File: config.mk
export PLATFORM = sky130hd
export DESIGN_NAME = rr_arb_32_flat
export DESIGN_NICKNAME = d
export VERILOG_FILES = /design/src/rtl/rr_arb_32_if.sv /design/src/rtl/rr_arb_32.sv /design/src/flat_wrapper.sv
export SDC_FILE = /design/constraint.sdc
export NUM_CORES = 1
export LEC_CHECK = 0
export BUFFER_PORTS_ARGS = -buffer_cell sky130_fd_sc_hd__buf_2
export CAP_MARGIN = 10
export CORE_MARGIN = 10
export CORE_UTILIZATION = 48
export CTS_CLUSTER_DIAMETER = 30
export CTS_CLUSTER_SIZE = 10
export DETAILED_ROUTE_END_ITERATION = 12
export PLACE_DENSITY_LB_ADDON = 0.15
export SLEW_MARGIN = 20
export SYNTH_ARGS = -nofsm -noshare
export SYNTH_HDL_FRONTEND = slang
export SYNTH_SLANG_ARGS = --single-unit
File: constraint.sdc
create_clock -name clk -period 12.4 [get_ports clk]
set_input_delay 0 -clock clk [delete_from_list [all_inputs] [get_ports clk]]
set_output_delay 0 -clock clk [all_outputs]
set_load 0.005 [all_outputs]
File: src/rtl/rr_arb_32_if.sv
// Request/grant bundle between N requesters and the round-robin arbiter.
// slave = arbiter side (consumes requests, drives grants); master = requester side.
interface rr_arb_32_if #(
  parameter int N    = 32,
  parameter int IDXW = 5
);
  logic [N-1:0]    req;
  logic            done;
  logic            grant_valid;
  logic [IDXW-1:0] grant_idx;
  logic [N-1:0]    grant;
  logic            preempt;

  modport slave (
    input  req, done,
    output grant_valid, grant_idx, grant, preempt
  );

  modport master (
    output req, done,
    input  grant_valid, grant_idx, grant, preempt
  );
endinterface

File: src/rtl/rr_arb_32.sv
// Round-robin arbiter with grant hold-until-release and back-to-back re-arbitration.
// Optional hold limit with preempt pulse enabled by macro RR_ARB_HOLD_LIMIT_EN.
module rr_arb_32 #(
  parameter int N        = 32,
  parameter int IDXW     = 5,
  parameter int MAX_HOLD = 16
) (
  input  logic        clk,
  input  logic        rst,
  rr_arb_32_if.slave  bus
);

  typedef enum logic {IDLE, BUSY} state_t;

  localparam logic [IDXW:0]   N_W    = (IDXW+1)'(N);
  localparam logic [IDXW-1:0] N_LAST = IDXW'(N - 1);
  localparam logic [N-1:0]    ONE_N  = {{(N-1){1'b0}}, 1'b1};

  state_t          state_q, state_d;
  logic [IDXW-1:0] ptr_q, ptr_d;
  logic [IDXW-1:0] idx_q, idx_d;
  logic            valid_q, valid_d;
  logic [N-1:0]    grant_q, grant_d;

  logic [IDXW-1:0] ptr_rel;
  logic [IDXW-1:0] arb_ptr;
  logic [N-1:0]    arb_req;
  logic [IDXW:0]   cand;
  logic            win_found;
  logic [IDXW-1:0] win_idx;
  logic            hold_hit;
  logic            release_w;

`ifdef RR_ARB_HOLD_LIMIT_EN
  localparam int              HOLDW     = $clog2(MAX_HOLD + 1);
  localparam logic [HOLDW-1:0] HOLD_LAST = HOLDW'(MAX_HOLD - 1);

  logic [HOLDW-1:0] hold_q, hold_d;
  logic             preempt_q, preempt_d;

  assign hold_hit    = (hold_q == HOLD_LAST);
  assign bus.preempt = preempt_q;
`else
  logic unused_max_hold;
  assign unused_max_hold = (MAX_HOLD != 0);
  assign hold_hit        = 1'b0;
  assign bus.preempt     = 1'b0;
`endif

  // While busy, arbitration already looks past the current grantee and never re-picks it.
  always_comb begin
    ptr_rel   = (idx_q == N_LAST) ? '0 : idx_q + 1'b1;
    release_w = bus.done | ~bus.req[idx_q] | hold_hit;
    arb_ptr   = (state_q == BUSY) ? ptr_rel : ptr_q;
    arb_req   = bus.req & ~((state_q == BUSY) ? (ONE_N << idx_q) : '0);
  end

  always_comb begin
    win_found = 1'b0;
    win_idx   = '0;
    cand      = '0;
    for (int i = 0; i < N; i++) begin
      cand = {1'b0, arb_ptr} + (IDXW+1)'(i);
      if (cand >= N_W) cand = cand - N_W;
      if (!win_found && arb_req[cand[IDXW-1:0]]) begin
        win_found = 1'b1;
        win_idx   = cand[IDXW-1:0];
      end
    end
  end

  always_comb begin
    state_d = state_q;
    ptr_d   = ptr_q;
    idx_d   = idx_q;
    valid_d = valid_q;
    grant_d = grant_q;
`ifdef RR_ARB_HOLD_LIMIT_EN
    hold_d    = hold_q;
    preempt_d = 1'b0;
`endif
    case (state_q)
      IDLE: begin
        if (win_found) begin
          state_d = BUSY;
          idx_d   = win_idx;
          valid_d = 1'b1;
          grant_d = ONE_N << win_idx;
        end
      end
      BUSY: begin
`ifdef RR_ARB_HOLD_LIMIT_EN
        hold_d = hold_q + 1'b1;
`endif
        if (release_w) begin
          ptr_d = ptr_rel;
`ifdef RR_ARB_HOLD_LIMIT_EN
          hold_d    = '0;
          preempt_d = hold_hit & ~bus.done & bus.req[idx_q];
`endif
          if (win_found) begin
            idx_d   = win_idx;
            grant_d = ONE_N << win_idx;
          end else begin
            state_d = IDLE;
            idx_d   = '0;
            valid_d = 1'b0;
            grant_d = '0;
          end
        end
      end
      default: state_d = IDLE;
    endcase
  end

  always_ff @(posedge clk) begin
    if (rst) begin
      state_q <= IDLE;
      ptr_q   <= '0;
      idx_q   <= '0;
      valid_q <= 1'b0;
      grant_q <= '0;
`ifdef RR_ARB_HOLD_LIMIT_EN
      hold_q    <= '0;
      preempt_q <= 1'b0;
`endif
    end else begin
      state_q <= state_d;
      ptr_q   <= ptr_d;
      idx_q   <= idx_d;
      valid_q <= valid_d;
      grant_q <= grant_d;
`ifdef RR_ARB_HOLD_LIMIT_EN
      hold_q    <= hold_d;
      preempt_q <= preempt_d;
`endif
    end
  end

  assign bus.grant_valid = valid_q;
  assign bus.grant_idx   = idx_q;
  assign bus.grant       = grant_q;

endmodule

File: src/flat_wrapper.sv
// flat-port wrapper written by rule: the top's interface ports become plain ports
module rr_arb_32_flat 
#(
  parameter int N        = 32,
  parameter int IDXW     = 5,
  parameter int MAX_HOLD = 16
)
  (clk, rst, bus_req, bus_done, bus_grant_valid, bus_grant_idx, bus_grant, bus_preempt);
  rr_arb_32_if #(.N(N), .IDXW(IDXW)) bus_i ();
  input  logic clk;
  input  logic rst;
  input wire logic [$bits(bus_i.req)-1:0] bus_req;
  input wire logic [$bits(bus_i.done)-1:0] bus_done;
  output wire logic [$bits(bus_i.grant_valid)-1:0] bus_grant_valid;
  output wire logic [$bits(bus_i.grant_idx)-1:0] bus_grant_idx;
  output wire logic [$bits(bus_i.grant)-1:0] bus_grant;
  output wire logic [$bits(bus_i.preempt)-1:0] bus_preempt;
  assign bus_i.req = bus_req;
  assign bus_i.done = bus_done;
  assign bus_grant_valid = bus_i.grant_valid;
  assign bus_grant_idx = bus_i.grant_idx;
  assign bus_grant = bus_i.grant;
  assign bus_preempt = bus_i.preempt;
  rr_arb_32 #(.N(N), .IDXW(IDXW), .MAX_HOLD(MAX_HOLD)) u_core (.clk(clk), .rst(rst), .bus(bus_i));
endmodule
# --- After elaboration in Yosys (flattened, before gate mapping) ---
# Cells that the tools add are included.
word_totals:
  ff_bits: 44
  in_bits: 35
  output_inout_bits: 39
  elab_cells: 390
classes:
  addsub: 64
  magnitude_cmp: 65
  eq_ne: 4
  n_shift: 2
  n_mux: 180
  bitwise_logic: 5
  n_reduce_logical: 65
ops:
  columns: ["op", "count"]
  rows:
  - ["5-bit 2-to-1 mux", 69]
  - ["5-bit by 6-bit less-than comparator with 1-bit output (second input constant)", 33]
  - ["6-bit >= comparator (second input constant)", 31]
  - ["1-bit binary-select mux with 5-bit select", 33]
  - ["5-bit by 1-bit subtractor with 5-bit output (second input constant)", 32]
  - ["32-bit 2-to-1 mux", 4]
  - ["5-bit by 5-bit adder with 6-bit output (second input constant)", 16]
  - ["1-bit 2-to-1 mux", 70]
  - ["32-bit one-hot mux with 2 select lines", 1]
  - ["1-bit by 5-bit << shifter with 32-bit output (first input constant)", 2]
  - ["5-bit by 4-bit adder with 6-bit output (second input constant)", 8]
  - ["32-bit AND", 1]
  - ["32-bit NOT", 1]
  - ["1-bit logical AND", 31]
  - ["1-bit logical NOT", 31]
  - ["5-bit by 3-bit adder with 6-bit output (second input constant)", 4]
  - ["5-bit by 2-bit adder with 6-bit output (second input constant)", 2]
  - ["5-bit one-hot mux with 2 select lines", 1]
  - ["5-bit by 1-bit adder with 6-bit output (second input constant)", 1]
  - ["5-bit by 6-bit >= comparator with 1-bit output (second input constant)", 1]
  - ["5-bit by 1-bit adder with 5-bit output (second input constant)", 1]
  - ["5-bit == test (second input constant)", 1]
  - ["2-bit inequality test (second input constant)", 2]
  - ["1-bit one-hot mux with 2 select lines", 2]
  - ["other kinds (5)", 7]

# --- Logic depth before layout (Yosys ltp) ---
# Gate-level depths: netlist (run 1).
logic_depth:
  depth_word: 105
  depth_mapped: 33
  mapped_depth_nobuf: 23

# --- Least setup slack after synthesis (run 1) ---
# OpenSTA, ideal clock, no wires.
synth_path:
  path_kind: "register to register"
  from: "register u_core.idx_q[0] (netlist: u_core.bus.grant_idx[0])"
  to: "register u_core.grant_q[12] (netlist: u_core.bus.grant[12])"
  setup_ns: 0.117
  t_arrival_ns: 6.895
  required_time_ns: 12.283
  path_slack_ns: 5.387
  stages_incl_launch_ff: 28
  path_buffers: 11
  synth_period_minus_slack_ns: 7.013
  cell_sequence: "dfxtp_1 > ha_1 > and3_1 > ha_1 > buf_2 > nor3b_4 > nor2_8 > buf_6 > buf_6 > buf_6 > buf_2 > buf_1 > ha_1 > clkbuf_1 > buf_2 > buf_1 > buf_1 > clkbuf_1 > nor4_1 > or3b_1 > or2_1 > or4_4 > o31a_1 > o21ai_2 > o211ai_2 > a211oi_4 > nor2_1 > a32o_1"
synth_between:
  elab_chain_len: 105
  elab_cells_between_ends: 337
  cone_classes: "add/sub: 64; order compare: 32; eq/ne: 3; shift: 2; mux: 169; bitwise: 4; reduce/logical: 63"
synth_lines:
  columns: ["element", "line", "text"]
  rows:
  - ["start, declared", "rr_arb_32.sv:21", "logic [IDXW-1:0] idx_q, idx_d;"]
  - ["start signal, assigned", "rr_arb_32.sv:130", "idx_q <= idx_d;"]
  - ["branches (longest 105 deep; another with 5-bit by 1-bit adder with 6-bit output)", null, null]
  - ["end signal, assigned", "rr_arb_32.sv:132", "grant_q <= grant_d;"]
  - ["end, declared", "rr_arb_32.sv:23", "logic [N-1:0] grant_q, grant_d;"]
# Parallel ways; which one is timed is not known. The select of a mux whose other input is x is not followed.
# A chain may end at the register's enable or synchronous reset.

# --- Final worst setup path (run 1) ---
layout_path:
  from: "register u_core.idx_q[1] (netlist: u_core.bus.grant_idx[1])"
  to: "register u_core.grant_q[25] (netlist: u_core.bus.grant[25])"
# Same word-level chain as after synthesis.

==> qor.txt, run 1 <==
======================================================================================================
Setup TNS ...............................................................................         0 ns
Vias in the first global route ..........................................................       10,625
Die span in y ...........................................................................       164 um
Critical-path maximum fanout ............................................................           51
Measured slew at the worst slew-check pin ...............................................      1.09 ns
Die X-Extent ............................................................................       164 um
Number of maximum-capacitance constraint violations .....................................            0
Number of buffers added by the clock tree synthesis step ................................            5
Worst hold path class ................................................................... input port to register
Area grow syn2layout ....................................................................        6.00%
Data arrival, critical path .............................................................      9.21 ns
Post-synth top area share ...............................................................        11.3%
Launching point of the worst reg2reg path ............................................... u_core.bus.grant_idx[1]
Crit end category .......................................................................     register
Tightest slew margin relative to the limit ..............................................        26.7%
Worst setup path start .................................................................. u_core.bus.grant_idx[1]
Unrepaired setup endpoints after global routing .........................................           no
Number of failing setup endpoints in the final timing report ............................            0
Floorplan core area .....................................................................   0.0204 mm2
Initial antenna violation count .........................................................            0
Net count of the mapped netlist .........................................................        1,371
Sequential-to-total area share from yosys stat ..........................................        8.81%
Final routed wire length divided by cell count ..........................................      28.7 um
Post_cts resized ........................................................................            0
First-pass GRT wire length ..............................................................      68.4 mm
Hold Crit Start .........................................................................          rst
Status .................................................................................. complete, no violations
Crit Reg-Reg Endpoint ................................................................... u_core.bus.grant[25]
Critical path startpoint category .......................................................     register
Finished Cell Area ......................................................................   0.0106 mm2
Placer Congestion .......................................................................         1.06
CTS tree ................................................................................        built
Number of placed I/O pins ...............................................................           74
Worst reg2reg path depth ................................................................           23
Share of final-layout standard cells stronger than drive strength 1 .....................        16.9%
Overall routed net length ...............................................................      45.8 mm
First-pass detailed-route iteration total ...............................................            6
Number of synthesized flops with an enable pin ..........................................            0
DR iter-0 viols .........................................................................        2,040
Most common cell after layout, fill and taps aside ......................................      nand2_1
Cells taking the most area after synthesis .............................................. mux2i_1 (11%), mux4_2 (9.2%), dfxtp_1 (8.8%)
Total half-perimeter wirelength after legalization and detailed placement ...............      35.1 mm
Clock transition at the register clock pins on the worst setup and hold paths after CTS .      0.06 ns
Count of unresolved DRC violations after routing ........................................            0
Clock insertion delay at the later pin of the skew report ...............................      0.28 ns
Clk buf depth ...........................................................................            2
Final count of hold timing violations ...................................................            0
Die Footprint ...........................................................................   0.0270 mm2
Kind of critical path ................................................................... register to register
Synthesized area per cell ...............................................................     7.59 um2
Final worst path period share ...........................................................        72.5%
Input/output buffers ....................................................................           72
Yosys warning count .....................................................................            0
Minimum clock period after layout .......................................................      8.99 ns
Post-Synthesis Cell Area ................................................................   0.0100 mm2
Commonest cells after routing, fill and taps aside ...................................... nand2_1 (128), mux2i_1 (113), nor2_1 (110), a21oi_1 (76), buf_2 (72)
Placed instance area ....................................................................   0.0104 mm2
Post CTS Setup Buffer Count .............................................................            0
Number of buffers added to fix hold violations after cts ................................            0
Remaining global-route overflow .........................................................            0
Clock root buffer master ................................................................    clkbuf_16
Diode insertion count for antenna repair ................................................            0
Largest net degree at the start of global routing .......................................           54
Number of distinct library cells after synthesis ........................................          105
Post-synthesis sequential element count .................................................           44
Async set-or-reset flop fraction in the synthesized netlist .............................           0%
Clock Skew ..............................................................................   0.00240 ns
Worst hold path stage count .............................................................            2
Final-report max-slew violation count ...................................................            0
Number of cell rows .....................................................................           52
Gr usage total ..........................................................................        32.5%
Number of H-tree branching levels .......................................................            2
Number of vias in the routed layout .....................................................       11,885
Worst hold endpoint ..................................................................... u_core.ptr_q[4]
Vias per cell ...........................................................................         7.44
Primary FF master, synth ................................................................      dfxtp_1
Post-detailed-route count of antenna-violating nets .....................................            0
Starting utilization of the core area ...................................................        49.1%
Critical path required time .............................................................     12.62 ns
Number of sinks handled by clock tree synthesis .........................................           44
Fmax ....................................................................................      111 MHz
Number of nets in the layout ............................................................        1,381
Top cell type by total area after synthesis .............................................      mux2i_1
Post-synthesis instance total ...........................................................        1,317
Register-to-Register Setup Slack ........................................................      3.41 ns
======================================================================================================
-- synthesized netlist by cell type, types with 9 or more instances --
master	instances
a211oi_1	29
a21o_1	9
a21oi_1	76
a22oi_1	12
a31oi_1	9
a32o_1	17
buf_2	25
buf_4	13
clkbuf_1	46
dfxtp_1	44
ha_1	19
inv_1	18
mux2_2	12
mux2i_1	113
mux4_2	41
nand2_1	128
nand2b_1	22
nand3_1	37
nand4_1	17
nor2_1	111
nor2b_1	15
nor3_1	55
o2111ai_1	12
o211ai_1	17
o21a_1	12
o21ai_0	68
o21ai_1	18
o221ai_1	29
o22ai_1	23
o31ai_1	23
o32ai_1	9
or3_1	13
xnor2_1	23
-- cell families after synthesis --
logic type                 Yosys count  share of synthesized area (%)
DFF                                 44                           8.81
muxes                              174                           23.0
other                                1                         0.0375
adders and majority gates           19                           2.38
and+or+nand+nor                    474                           24.1
buffers and inverters              118                           5.65
AOI/OAI and AO/OA                  457                           32.6
xor gates and xnor gates            30                           3.38
-- worst max-delay path, stage by stage, from the launching register on --
cell,delay [ns]
dfxtp_1,0.70
ha_1,0.30
and3_1,0.17
ha_1,0.45
nor3b_4,0.13
nor2_8,0.74
ha_2,0.45
inv_1,0.15
a21oi_2,0.45
nor2_2,0.26
buf_4,0.30
mux2i_1,0.14
mux4_2,0.49
mux2i_1,0.54
mux2i_1,0.17
buf_4,0.24
nor4_4,0.39
nand3_1,0.45
nor2_2,0.35
nand4_1,0.14
o221a_1,0.29
o41ai_1,0.36
or2_1,0.86
a32o_1,0.31
-- final cells by class --
class | instances | area [um2]
Fill cell | 2036 | 9770
Multi-Input combinational cell | 1155 | 8570
Clock inverter | 3 | 42.5
Sequential cell | 44 | 881
Inverter | 24 | 92.6
Clock buffer | 5 | 125
Timing Repair Buffer | 97 | 548
Tap cell | 270 | 338
-- worst max-delay path by stage --
stage	end	slack [ns]
global placement	u_core.bus.grant[29]	3.86
CTS	u_core.bus.grant[25]	3.70
floorplan	u_core.bus.grant[12]	5.39
global route	u_core.bus.grant[7]	2.86
finish	u_core.bus.grant[25]	3.41
detailed placement	u_core.bus.grant[25]	3.71
-- registers in the layout (all words and copies together) (netlist names) --
register and flops:
u_core.bus.grant_valid 1, u_core.bus.grant_idx 5, u_core.bus.grant 32, u_core.ptr_q 5, u_core.state_q 1
-- per-stage QoR --
stage          hold WS [ns]  setup WS [ns]  instances  util, %
6_report             0.0908           3.41       1598     52.0
3_5_place_dp          0.362           3.71       1590     51.2
3_3_place_gp          0.359           3.86       1590     51.2
4_1_cts              0.0700           3.70       1598     52.0
5_1_grt              0.0903           2.86       1598     52.0
2_1_floorplan        0.0691           5.39       1317        -
-- layer usage --
metal	vias to the layer above	GRT usage [%]	routed length (um)
met5	-	0	0
met4	0	13.2	1990
met3	152	6.58	5700
met2	963	49.6	20000
met1	5549	43.7	18100
li1	5221	-	-
Power of run 1 is left out: the tool's default activity adds up to more than one toggle a clock period on the data nets, which glitch-free logic cannot reach.
==> run 2, diff against run 1 <==
--- a/config.mk
+++ b/config.mk
@@ -5,6 +5,7 @@
 export SDC_FILE = /design/constraint.sdc
 export NUM_CORES = 1
 export LEC_CHECK = 0
+export ABC_AREA = 1
 export BUFFER_PORTS_ARGS = -buffer_cell sky130_fd_sc_hd__buf_2
 export CAP_MARGIN = 10
 export CORE_MARGIN = 10
==> constraint.sdc (replaced) <==
create_clock -name clk -period 7.3 [get_ports clk]
set_input_delay 0 -clock clk [delete_from_list [all_inputs] [get_ports clk]]
set_output_delay 0 -clock clk [all_outputs]
set_load 0.005 [all_outputs]
==> run 2 against run 1 <==
Die area decreased by 21%. Design area is 22% lower. Global-route usage down 5.3 points.
==> qor.txt, run 2 <==
======================================================================================================
First-pass GRT wire length ..............................................................      47.6 mm
Gr usage total ..........................................................................        27.2%
Initial antenna violation count .........................................................            0
Die Footprint ...........................................................................   0.0212 mm2
CTS tree ................................................................................        built
Minimum setup slack after placement .....................................................     0.302 ns
Crit end category .......................................................................     register
Die span in y ...........................................................................       146 um
Crit-path max cell delay ................................................................      0.48 ns
Post-synthesis instance total ...........................................................        1,408
Critical path startpoint category .......................................................     register
Top cell type by total area after synthesis .............................................      nand2_1
Post-synth top area share ...............................................................        21.6%
Yosys warning count .....................................................................            0
Clock insertion delay at the later pin of the skew report ...............................      0.28 ns
Number of cell rows .....................................................................           45
First-pass detailed-route iteration total ...............................................            7
Top cells by count, synth ............................................................... nand2_1 (436), nand3_1 (302), nor2_1 (142)
DR iter-0 viols .........................................................................        1,117
Sequential-to-total area share from yosys stat ..........................................        11.6%
Clk buf depth ...........................................................................            2
Global route hottest layer ..............................................................         met2
Utilization of the core after routing ...................................................        53.9%
Clock root buffer master ................................................................    clkbuf_16
Measured slew at the worst slew-check pin ...............................................     0.895 ns
Worst IR Drop VDD .......................................................................   0.000235 V
Crit Reg-Reg Endpoint ................................................................... u_core.bus.grant[22]
Dominant cell by count in the synthesized netlist .......................................      nand2_1
Final-report max-slew violation count ...................................................            0
Tightest slew margin relative to the limit ..............................................        39.7%
Simple logic cell fraction of the synthesized area ......................................        59.4%
Flip-flop count of the largest register after layout ....................................           32
Xor/xnor share of the synthesized area ..................................................        2.86%
Worst hold path stage count .............................................................            4
Number of distinct library cells after synthesis ........................................           49
Number of placed I/O pins ...............................................................           74
Post-synthesis sequential element count .................................................           44
Synthesized area per cell ...............................................................     5.38 um2
Unrepaired setup endpoints after global routing .........................................           no
Setup slack after layout ................................................................     0.654 ns
Combinational family with the most area after synthesis ................................. simple AND/OR/NAND/NOR gates
Floorplan core area .....................................................................   0.0153 mm2
Net count of the mapped netlist .........................................................        1,462
Count of unresolved DRC violations after routing ........................................            0
Number of maximum-capacitance constraint violations .....................................            0
Setup TNS ...............................................................................         0 ns
Status .................................................................................. complete, no violations
Primary FF master, synth ................................................................      dfxtp_1
Worst hold path class ................................................................... input port to register
Area grow syn2layout ....................................................................        8.90%
Proportion of synthesized area in mux cells .............................................       0.132%
Clock Skew ..............................................................................   0.00521 ns
Hold Crit Start .........................................................................     bus_done
Power density over the cells ............................................................   527 mW/mm2
Worst hold endpoint ..................................................................... u_core.ptr_q[4]
Most common cell after layout, fill and taps aside ......................................      nand2_1
Placer Congestion .......................................................................         1.06
Fmax ....................................................................................      150 MHz
Minimum clock period after layout .......................................................      6.65 ns
Global Route met3 Usage .................................................................        5.81%
Number of vias in the routed layout .....................................................        9,823
Vias in the first global route ..........................................................        8,790
Clock transition at the register clock pins on the worst setup and hold paths after CTS .      0.06 ns
Met2 track demand over resource .........................................................        42.4%
Share of final-layout standard cells stronger than drive strength 1 .....................        13.5%
Async set-or-reset flop fraction in the synthesized netlist .............................           0%
Number of failing setup endpoints in the final timing report ............................            0
Commonest cells after routing, fill and taps aside ...................................... nand2_1 (435), nand3_1 (302), nor2_1 (142), inv_1 (116), buf_2 (72)
Die X-Extent ............................................................................       146 um
Final routed wire length divided by cell count ..........................................      18.5 um
Most frequent cell on the critical path .................................................      nand2_1
Leakage dissipation .....................................................................      4.12 nW
Register-to-Register Setup Slack ........................................................      0.65 ns
Largest net degree at the start of global routing .......................................           46
Synth Area in Compound Gates ............................................................        11.2%
Worst reg2reg path depth ................................................................           39
Remaining global-route overflow .........................................................            0
Cells taking the most area after synthesis .............................................. nand2_1 (22%), nand3_1 (20%), dfxtp_1 (12%)
Number of buffers added by the clock tree synthesis step ................................            5
Number of synthesized flops with an enable pin ..........................................            0
Overall routed net length ...............................................................      31.1 mm
Met1 global-route usage .................................................................        36.5%
Number of H-tree branching levels .......................................................            2
Critical path required time .............................................................      7.52 ns
Number of sinks handled by clock tree synthesis .........................................           44
Post-Synthesis Cell Area ................................................................  0.00758 mm2
Input/output buffers ....................................................................           72
Post-Synth Adder-Cell Area ..............................................................        3.14%
Final worst path period share ...........................................................        91.0%
Launching point of the worst reg2reg path ............................................... u_core.bus.grant_idx[0]
Kind of critical path ................................................................... register to register
Critical path's slowest cell ............................................................       xor2_1
Vias per cell ...........................................................................         5.86
Total half-perimeter wirelength after legalization and detailed placement ...............      24.8 mm
Diode insertion count for antenna repair ................................................            0
Critical-path maximum fanout ............................................................           25
Data arrival, critical path .............................................................      6.86 ns
Number of nets in the layout ............................................................        1,518
Post-detailed-route count of antenna-violating nets .....................................            0
Final count of hold timing violations ...................................................            0
Starting utilization of the core area ...................................................        49.5%
======================================================================================================
## run 2: cell families after synthesis
family,after synthesis
AND/OR/NAND/NOR,978
buffers and inverters,195
AO/OA/AOI/OAI,153
flip-flops,44
adder cells (fa/ha/maj),19
XOR/XNOR,17
other,1
multiplexers,1
## run 2: worst max-delay path: cells and delay by family (launching register included)
kind | cells | cell delay, ns
and+or+nand+nor | 26 | 3.37
buffers and inverters | 6 | 1.02
AOI/OAI and AO/OA | 3 | 0.73
adders and majority gates | 3 | 0.62
xor gates and xnor gates | 1 | 0.48
DFF | 1 | 0.33
## run 2: how the worst max path moves through the flow
| stage | startpoint | end | slack (ns) | depth (start not counted) |
|---|---|---|---|---|
| after floorplan | u_core.bus.grant_idx[0] | u_core.bus.grant[27] | 1.29 | 41 |
| after detailed placement | u_core.bus.grant_idx[0] | u_core.bus.grant[6] | 0.30 | 38 |
| after CTS | u_core.bus.grant_idx[0] | u_core.bus.grant[6] | 0.30 | 38 |
| after global routing | u_core.bus.grant_idx[0] | u_core.bus.grant[22] | 0.01 | 39 |
| after global placement | u_core.bus.grant_idx[1] | u_core.bus.grant[16] | 0.50 | 37 |
| final | u_core.bus.grant_idx[0] | u_core.bus.grant[22] | 0.65 | 39 |
## run 2: stage by stage
stage               area [um2]  hold slack [ns]  power (W)  cells
finish                    8260            0.253    0.00435   1675
global route              8260            0.312    0.00470   1675
CTS                       8200            0.248    0.00421   1670
detailed placement        8060            0.405    0.00398   1663
global placement          8060            0.404    0.00397   1663
floorplan                 7580            0.195    0.00296   1408
## run 2: area by class of cell
class | count | area, um2
multi-input combinational | 1170 | 5850
clock buffer | 5 | 125
timing repair buffer | 103 | 593
clock inverter | 2 | 12.5
tap | 211 | 264
inverter | 140 | 531
fill | 1704 | 7060
sequential | 44 | 881
## run 2: repair_timing
action	CTS	global route
resized for setup	0	3
buffers inserted	0	4
endpoints found under the setup margin	0	37
hold buffers	0	0
## run 2: power by group
group | total [W] | internal, W | leakage [nW] | switching (W)
combinational | 0.00382 | 0.00102 | 3.70 | 0.00280
sequential | 0.000316 | 0.000285 | 0.358 | 0.0000312
clock | 0.000216 | 0.000124 | 0.0657 | 0.0000914
total | 0.00435 | 0.00143 | 4.12 | 0.00292
## run 2: metal layers
layer / vias to the layer above / wire [um]
met5: - / 55
met1: 4445 / 13200
li1: 4775 / -
met2: 526 / 13400
met3: 75 / 3410
met4: 2 / 1010
(Power assumes the default switching activity.)
